### config.mk
export PLATFORM = sky130hd
export DESIGN_NAME = sram_arbiter
export DESIGN_NICKNAME = d
export VERILOG_FILES = /design/src/rtl/sram_arbiter.sv
export SDC_FILE = /design/constraint.sdc
export NUM_CORES = 1
export LEC_CHECK = 0
export CORE_MARGIN = 5
export CORE_UTILIZATION = 40
export CTS_CLUSTER_SIZE = 20
export DETAILED_ROUTE_END_ITERATION = 8
export PLACE_DENSITY = 0.81
export REMOVE_ABC_BUFFERS = 1
export SLEW_MARGIN = 10
export SYNTH_ARGS = -nofsm -noshare
export SYNTH_HDL_FRONTEND = slang
export SYNTH_SLANG_ARGS = --single-unit
### constraint.sdc
create_clock -name clk -period 1.8 [get_ports clk]
set_input_delay 0.36 -clock clk [delete_from_list [all_inputs] [get_ports clk]]
set_output_delay 0.36 -clock clk [all_outputs]
set_load 0.02 [all_outputs]
### src/rtl/sram_arbiter.sv
// Two-port round-robin arbiter in front of a multi-cycle SRAM controller.
// One access at a time: IDLE -> ACCESS (2*ACCESS_CYCLES clocks) -> DONE (ack) -> IDLE.
module sram_arbiter #(
  parameter int ACCESS_CYCLES = 5,
  parameter int ADDR_W        = 18
) (
  input  logic              clk,
  input  logic              reset,
  input  logic              req0,
  input  logic              req1,
  input  logic              we0,
  input  logic              we1,
  input  logic [ADDR_W-1:0] addr0,
  input  logic [ADDR_W-1:0] addr1,
  input  logic [31:0]       wdata0,
  input  logic [31:0]       wdata1,
  output logic              ack0,
  output logic              ack1,
  output logic [31:0]       rdata,
  output logic              mem_wren,
  output logic [ADDR_W-1:0] mem_addr,
  output logic [31:0]       mem_wdata,
  input  logic [31:0]       mem_rdata,
  output logic              busy,
  output logic              grant_id
);

  localparam int               CNT_W      = $clog2(2 * ACCESS_CYCLES + 1);
  localparam logic [CNT_W-1:0] CNT_LOAD   = CNT_W'(2 * ACCESS_CYCLES);
  localparam logic [CNT_W-1:0] CNT_WR_END = CNT_W'(ACCESS_CYCLES + 1);
  localparam logic [CNT_W-1:0] CNT_LAST   = CNT_W'(1);

  typedef enum logic [1:0] {IDLE, ACCESS, DONE} state_t;

  state_t             state_q;
  logic [CNT_W-1:0]   cnt_q;
  logic               last_grant_q;
  logic               wr_q;
  logic               ack0_q;
  logic               ack1_q;
  logic [31:0]        rdata_q;
  logic               mem_wren_q;
  logic [ADDR_W-1:0]  mem_addr_q;
  logic [31:0]        mem_wdata_q;
  logic               busy_q;
  logic               grant_id_q;

  logic               any_req_d;
  logic               winner_d;

  // On a tie the requester that did not win last time gets the grant.
  always_comb begin
    any_req_d = req0 | req1;
    winner_d  = (req0 & req1) ? ~last_grant_q : req1;
  end

  always_ff @(posedge clk) begin
    if (reset) begin
      state_q      <= IDLE;
      cnt_q        <= '0;
      last_grant_q <= 1'b1;
      wr_q         <= 1'b0;
      ack0_q       <= 1'b0;
      ack1_q       <= 1'b0;
      rdata_q      <= '0;
      mem_wren_q   <= 1'b0;
      mem_addr_q   <= '0;
      mem_wdata_q  <= '0;
      busy_q       <= 1'b0;
      grant_id_q   <= 1'b0;
    end else begin
      case (state_q)
        IDLE: begin
          ack0_q     <= 1'b0;
          ack1_q     <= 1'b0;
          mem_wren_q <= 1'b0;
          if (any_req_d) begin
            state_q      <= ACCESS;
            busy_q       <= 1'b1;
            grant_id_q   <= winner_d;
            last_grant_q <= winner_d;
            cnt_q        <= CNT_LOAD;
            wr_q         <= winner_d ? we1 : we0;
            mem_wren_q   <= winner_d ? we1 : we0;
            mem_addr_q   <= winner_d ? addr1 : addr0;
            mem_wdata_q  <= winner_d ? wdata1 : wdata0;
          end
        end
        ACCESS: begin
          cnt_q <= cnt_q - CNT_LAST;
          // Write strobe covers only the first half so the controller samples it once.
          if (cnt_q == CNT_WR_END) begin
            mem_wren_q <= 1'b0;
          end
          if (cnt_q == CNT_LAST) begin
            state_q    <= DONE;
            mem_wren_q <= 1'b0;
            ack0_q     <= ~grant_id_q;
            ack1_q     <= grant_id_q;
            if (!wr_q) begin
              rdata_q <= mem_rdata;
            end
          end
        end
        DONE: begin
          state_q <= IDLE;
          ack0_q  <= 1'b0;
          ack1_q  <= 1'b0;
          busy_q  <= 1'b0;
        end
        default: begin
          state_q <= IDLE;
        end
      endcase
    end
  end

  assign ack0      = ack0_q;
  assign ack1      = ack1_q;
  assign rdata     = rdata_q;
  assign mem_wren  = mem_wren_q;
  assign mem_addr  = mem_addr_q;
  assign mem_wdata = mem_wdata_q;
  assign busy      = busy_q;
  assign grant_id  = grant_id_q;

endmodule
-- Yosys cells after proc, flatten, opt, wreduce, memory -nomap -nowiden
Cells that the tools add are included.
- register bits: 95
- input bits: 138
- logic and storage cells: 56
- add/sub/neg operators: 1
- eq/ne operators: 7
- multiplexer cells: 19
- bitwise operators: 5
- reductions and logical operators: 12
- operators with widths (operator ; count):
    32-bit 2-to-1 mux ; 1
    18-bit 2-to-1 mux ; 1
    2-bit AND reduction ; 6
    1-bit 2-to-1 mux ; 8
    1-bit case mux with 2 select lines ; 4
    4-bit case mux with 2 select lines ; 1
    2-bit nonzero test ; 3
    4-bit by 1-bit equality test with 1-bit output (second input constant) ; 1
    4-bit by 3-bit equality test with 1-bit output (second input constant) ; 1
    2-bit 2-to-1 mux ; 2
    4-bit 2-to-1 mux ; 1
    2-bit != test (second input constant) ; 2
    2-bit case mux with 2 select lines ; 1
    4-bit by 1-bit subtractor with 4-bit output (second input constant) ; 1
    3-bit != test (second input constant) ; 1
    1-bit NOT ; 3
    3-bit AND reduction ; 1
    2-bit by 1-bit equality test with 1-bit output (second input constant) ; 1
    2-bit equality test (second input constant) ; 1
    2-bit logical NOT ; 1
    2-bit OR reduction ; 1
    1-bit bitwise AND ; 1
    1-bit bitwise OR ; 1

-- Logic depth before layout (Yosys ltp)
Gate-level depths: netlist of run 1.
- word-level depth: 5
- mapped depth: 7
- gate-level depth less buffers: 5

-- Least setup slack after synthesis of run 1
OpenSTA, ideal clock, no wires.
- kind: register to register
- from: register cnt_q[1]
- to: register rdata_q[2], in the netlist rdata[2]
- data arrival time: 1.411 ns
- required time: 1.668 ns
- path slack: 0.257 ns
- cell stages (with the launch flop): 8
- period minus slack after synthesis: 1.543 ns
- cell sequence: dfxtp_1 > inv_1 > ha_1 > or3b_1 > buf_6 > buf_6 > o31ai_1 > a21oi_1
- longest elaborated chain between the ends: 2
- RTL lines (what ; line ; source):
    start, declared ; 36 ; logic [CNT_W-1:0] cnt_q;
    start signal, assigned ; 90 ; cnt_q <= cnt_q - CNT_LAST;
    4-bit by 1-bit equality test with 1-bit output ; 95 ; if (cnt_q == CNT_LAST) begin
    3-bit AND reduction (no line) ; - ;
    end signal, assigned ; 101 ; rdata_q <= mem_rdata;
    end, declared ; 41 ; logic [31:0] rdata_q;
No other way between the ends.
A chain may end at the register's enable or synchronous reset.

-- Worst setup path after layout of run 1
- from: register cnt_q[1]
- to: register rdata_q[13], in the netlist rdata[13]
The elaborated chain is that of the path after synthesis.

==> reports/results.tsv, run 1 <==
metric	value	unit
hold_viol_final	0	
numCtsBuffers	9	
finalCritPeriodShare	97.6	%
fin_skew	0.0125	ns
rsz0062_at_grt	yes	
internal_power	0.00380	W
cts_tree	built	
synth_seq_cells	95	
netlist.area_leader.share	43.7	%
postRouteWirelength	14.7	mm
maxCapViolCount	0	
grt_pass1_wl	22.7	mm
startpoint	cnt_q[1]	
switchingPower	0.00162	W
antennaDiodeCount	0	
synth_warnings	0	
rr_startpoint	cnt_q[1]	
netlist_area	4350	µm²
layout_commonest_cell	clkdlybuf4s50_1	
die_w	114	µm
grt_max_degree	66	
seq_area_frac_synth	43.7	%
max_freq	569	MHz
yosysTopAreaCell	dfxtp_1	
slew_viol_final	0	
maxSlewHeadroom	63.4	%
final_cell_mix	223 x clkdlybuf4s50_1, 95 x dfxtp_1, 91 x a21oi_1	
min_period	1.76	ns
clock_sinks	95	
critPathKind	flop to flop	
layout-drive-gt1-share	6.88	%
synth_cells	453	
status	complete, no violations	
start_util	40.5	%
path_max_fanout	32	
hpwlAfterDp	10.7	mm
synth.distinct_cells	31	
fin_setup_tns	0	ns
routedWlPerCell	18.5	µm
worstHoldPathType	input pin to flop	
cp.required	2.04	ns
viasPerCell	5.59	
ctsHoldBuffers	0	
grt-ovfl-total	0	
worst_pin_slew	0.549	ns
portBuffers	224	
die_height	114	µm
io_pins	225	
dr.pass1.iters	4	
cp.arrival	2.00	ns
nets	790	
root_buffer	clkbuf_8	
antenna_found_initial	0	
ant_nets	0	
swShare	29.8	%
cp-end-kind	flop	
grt_pass1_vias	4402	
drt-initial-drc-count	420	
rows	38	
powerDensity	776	nW/µm²
netlist_top_cells_area	dfxtp_1 44%, mux2i_1 12%, a21oi_1 10%, a211oi_1 9.1%, nand4b_1 6.4%	
seq_power_share	43.7	%
utilization	65.0	%
fin_area	6990	µm²
track_usage	21.6	%
p_comb_share	29.6	%
clockPowerShare	26.7	%
worst_ir_drop_vdd	415	µV
area_growth	60.5	%
gp_congestion	0.813	
cts_max_level	3	
core-area	10700	µm²
worst_setup_path_start_kind	flop	
postCtsSetupBuffers	0	
clk_pin_slew	0.09	ns
routed-via-count	4435	
clkLatencyLatePin	0.36	ns
power_leakage	2.42	nW
drc	0	
synth.avg_cell_area	9.61	µm²
hp-start	reset	
cts_buffer_depth	2	
die_area	13100	µm²
dpl_cell_area	6750	µm²
finalSetupViolations	0	
final cells by class:
type | count | area [µm²]
Sequential cell | 95 | 1900
Multi-Input combinational cell | 297 | 2200
Fill cell | 864 | 3760
Clock inverter | 4 | 53.8
Tap cell | 140 | 175
Timing Repair Buffer | 242 | 2490
Clock buffer | 12 | 155
Inverter | 4 | 15.0
sequential cells by signal, summed over array words and instances (netlist names):
name          flops
mem_wdata        32
mem_addr         18
wr_q              1
grant_id          1
ack1              1
cnt_q             4
busy              1
mem_wren          1
ack0              1
rdata            32
last_grant_q      1
state_q           2
worst paths after layout:
kind                    end  slack (ns)  cells past startpoint
setup / recovery  rdata[13]        0.04                      6
hold / removal     cnt_q[2]        0.42                      2
setup reg to reg  rdata[13]        0.04                      6
hold reg to reg    rdata[6]        0.47                      2
power groups by stage:
| stage | logic (W) | clock network [W] | registers (W) |
|---|---|---|---|
| 5_1_grt | 0.00172 | 0.00157 | 0.00239 |
| 3_5_place_dp | 0.00160 | 0 | 0.00241 |
| 3_3_place_gp | 0.00157 | 0 | 0.00241 |
| 4_1_cts | 0.00161 | 0.00150 | 0.00237 |
| 6_report | 0.00161 | 0.00144 | 0.00237 |
| 2_1_floorplan | 0.000531 | 0 | 0.00260 |
kinds of logic after synthesis:
group | after synthesis | share of synthesized area, %
AO/OA/AOI/OAI | 186 | 26.9
adder cells (fa/ha/maj) | 3 | 0.863
buffers and inverters | 61 | 7.13
flip-flops | 95 | 43.7
multiplexers | 52 | 12.0
AND/OR/NAND/NOR | 56 | 9.40
layer usage:
metal	wire, µm	share of wire (%)	track usage, %
met3	1650	11	9.57
met4	82	0.56	4.35
met2	7230	49	37.0
met1	5680	39	25.1
met5	0	0	0
cell usage after synthesis, drive strengths merged:
| cell type | number |
|---|---|
| and3 | 1 |
| nand2b | 1 |
| o31ai | 32 |
| o211ai | 3 |
| o311ai | 1 |
| clkbuf | 27 |
| nor2b | 2 |
| buf | 30 |
| a21boi | 1 |
| or3 | 2 |
| a21oi | 91 |
| o21ai | 1 |
| a221o | 2 |
| nor3 | 2 |
| or2 | 2 |
| or3b | 1 |
| dfxtp | 95 |
| nor2 | 4 |
| inv | 4 |
| nand3 | 2 |
| a211oi | 53 |
| nor3b | 1 |
| a221oi | 1 |
| ha | 3 |
| o22ai | 1 |
| nand4b | 32 |
| nand2 | 6 |
| mux2i | 52 |
what timing repair did:
item	4_1_cts	5_1_grt
endpoints found under the hold margin	0	0
endpoints found under the setup margin	2	4
resized for setup	1	4
through the flow:
step,std cells,hold slack (ns),total power (W),setup slack [ns]
3_3_place_gp,778,0.453,0.00397,-0.0471
2_1_floorplan,396,0.429,0.00313,-2.85
4_1_cts,794,0.403,0.00547,0.0393
6_report,794,0.423,0.00542,0.0432
5_1_grt,794,0.411,0.00568,-0.0138
3_5_place_dp,778,0.461,0.00402,-0.111
worst max-delay path: stages (launching register included):
cell and delay [ns]:
dfxtp_1 0.35, inv_1 0.10, ha_1 0.19, or3b_4 0.44, buf_12 0.19, o31ai_1 0.26
a21oi_1 0.11
(Power assumes the default switching activity.)
==> run 2: changes to the inputs <==
Clock period 1.8 ns to 1.9 ns, I/O delays scaled along.
==> reports/results.tsv, run 2 (synthesized netlist as in run 1, its figures left out) <==
metric	value	unit	change
use_met1	26.6	%	was 25.1%
viasPerCell	5.65		was 5.59
gp_congestion	0.819		was 0.813
numCtsBuffers	9		unchanged
root_buffer	clkbuf_8		unchanged
status	complete, no violations		unchanged
clk_pin_slew	0.08	ns	was 0.09 ns
num-fill-cells	890		was 864
rows	38		unchanged
pre_cts_slack	-0.337	ns	was -0.111 ns
hpwlAfterDp	10.8	mm	was 10.7 mm
drc	0		unchanged
portBuffers	224		unchanged
maxSlewHeadroom	51.8	%	was 63.4%
path_max_fanout	2		was 32
cts_max_level	3		unchanged
io_pins	225		unchanged
critPathSlowestCell	clkdlybuf4s50_1		was or3b_4
ant_nets	0		unchanged
track_usage	22.4	%	was 21.6%
clock_sinks	95		unchanged
ctsHoldBuffers	0		unchanged
postRouteWirelength	15.2	mm	was 14.7 mm
layout_commonest_cell	clkdlybuf4s50_1		unchanged
fin_cells	796		was 794
switchingPower	0.00152	W	was 0.00162 W
cp.arrival	1.38	ns	was 2.00 ns
min_period	1.76	ns	
max_freq	569	MHz	
finalCritPeriodShare	92.4	%	
hold_viol_final	0		unchanged
power_leakage	2.41	nW	was 2.42 nW
p_comb_share	30.3	%	was 29.6%
nets	793		was 790
cts_buffer_depth	2		unchanged
swShare	30.1	%	was 29.8%
critPathKind	flop to output port		was flop to flop
startpoint	mem_addr[10]		was cnt_q[1]
fin_area	6930	µm²	was 6990 µm²
crit_buf_inv	1		was 2
cts_tree	built		unchanged
drt-initial-drc-count	368		was 420
die_area	13100	µm²	unchanged
die_w	114	µm	unchanged
routed-via-count	4501		was 4435
cp.required	1.52	ns	was 2.04 ns
grt_pass1_vias	4603		was 4402
postCtsSetupBuffers	0		unchanged
worst_setup_path_start_kind	flop		unchanged
worst_pin_slew	0.722	ns	was 0.549 ns
dr.pass1.iters	4		unchanged
area_growth	59.2	%	was 60.5%
grt-ovfl-total	0		unchanged
finalSetupViolations	0		unchanged
powerDensity	727	nW/µm²	was 776 nW/µm²
cp-end-kind	output port		was flop
grt_pass1_wl	23.6	mm	was 22.7 mm
p_total	0.00503	W	was 0.00542 W
dp.cells	780		was 778
final_cell_mix	223 x clkdlybuf4s50_1, 95 x dfxtp_1, 91 x a21oi_1		unchanged
clkLatencyLatePin	0.35	ns	was 0.36 ns
max_stage_delay	0.68	ns	was 0.44 ns
layout-drive-gt1-share	5.79	%	was 6.88%
grt.met2_usage	37.2	%	was 37.0%
crit_family	buffers and inverters		was simple AND/OR/NAND/NOR gates
start_util	40.5	%	unchanged
setup_slack	0.144	ns	was 0.0432 ns
core-area	10700	µm²	unchanged
die_height	114	µm	unchanged
dpl_cell_area	6740	µm²	was 6750 µm²
rsz0062_at_grt	no		was yes
clockPowerShare	25.1	%	was 26.7%
fin_skew	0.00482	ns	was 0.0125 ns
worst_ir_drop_vdd	431	µV	was 415 µV
rr_startpoint	cnt_q[1]		unchanged
internal_power	0.00352	W	was 0.00380 W
slew_viol_final	0		unchanged
worstHoldPathType	input pin to flop		unchanged
antennaDiodeCount	0		unchanged
grt_max_degree	66		unchanged
met3_usage	8.88	%	was 9.57%
gr-max-usage-layer	met2		unchanged
crit_chain	clkdlybuf4s50_1		was inv_1 > ha_1 > or3b_4 > buf_12 > o31ai_1 > a21oi_1
maxCapViolCount	0		unchanged
utilization	64.5	%	was 65.0%
routedWlPerCell	19.1	µm	was 18.5 µm
antenna_found_initial	0		unchanged
seq_power_share	44.5	%	was 43.7%
hp-start	reset		unchanged
## run 2: cell count changes in the layout (fill, tap and decap cells not counted), sizes merged
cell,change
buf,+2
clkbuf,+2
clkinvlp,-2
clkinv,-1
nor2,+1
## run 2: layout make-up
type | instances | area (µm²) | area share, %
Inverter | 4 | 15.0 | 0.217
Timing Repair Buffer | 244 | 2480 | 35.8
Sequential cell | 95 | 1900 | 27.5
Clock buffer | 14 | 143 | 2.06
Multi-Input combinational cell | 298 | 2190 | 31.6
Tap cell | 140 | 175 | 2.53
Clock inverter | 1 | 30.0 | 0.433
## run 2: path summary, 6_finish.rpt
path / endpoint / slack, ns / cells after the start
setup / recovery: mem_addr[10] / 0.14 / 1
hold / removal: rdata[5] / 0.39 / 2
setup reg to reg: rdata[3] / 0.16 / 6
hold reg to reg: rdata[19] / 0.47 / 2
## run 2: what timing repair did
item,in CTS,in global routing
cloned,1,0
resized for setup,0,1
setup endpoints to repair,27,25
pin swaps,1,0
## run 2: power groups by stage
stage / clock (W) / combinational, W / sequential (W)
2_1_floorplan: 0 / 0.000503 / 0.00246
3_3_place_gp: 0 / 0.00148 / 0.00228
3_5_place_dp: 0 / 0.00152 / 0.00229
4_1_cts: 0.00130 / 0.00153 / 0.00224
5_1_grt: 0.00137 / 0.00164 / 0.00226
6_report: 0.00126 / 0.00153 / 0.00224
## run 2: through the flow
step,TNS (ns),hold WS [ns]
5_1_grt,0,0.381
4_1_cts,0,0.371
3_5_place_dp,-15.58,0.459
6_report,0,0.393
2_1_floorplan,-153.48,0.449
3_3_place_gp,-14.18,0.453
## run 2: layer usage
metal / vias to the layer above / routed length, µm / part of all wire, %
li1: 2123 / - / -
met3: 22 / 1710 / 11
met4: 0 / 323 / 2.1
met2: 207 / 7240 / 48
met1: 2149 / 5930 / 39
met5: - / 0 / 0
## run 2: worst reg2reg max path, stage by stage, from the launching register on
cell	delay [ns]
dfxtp_1	0.34
inv_1	0.09
ha_1	0.18
or3b_1	0.45
buf_12	0.21
o31ai_1	0.26
a21oi_1	0.11
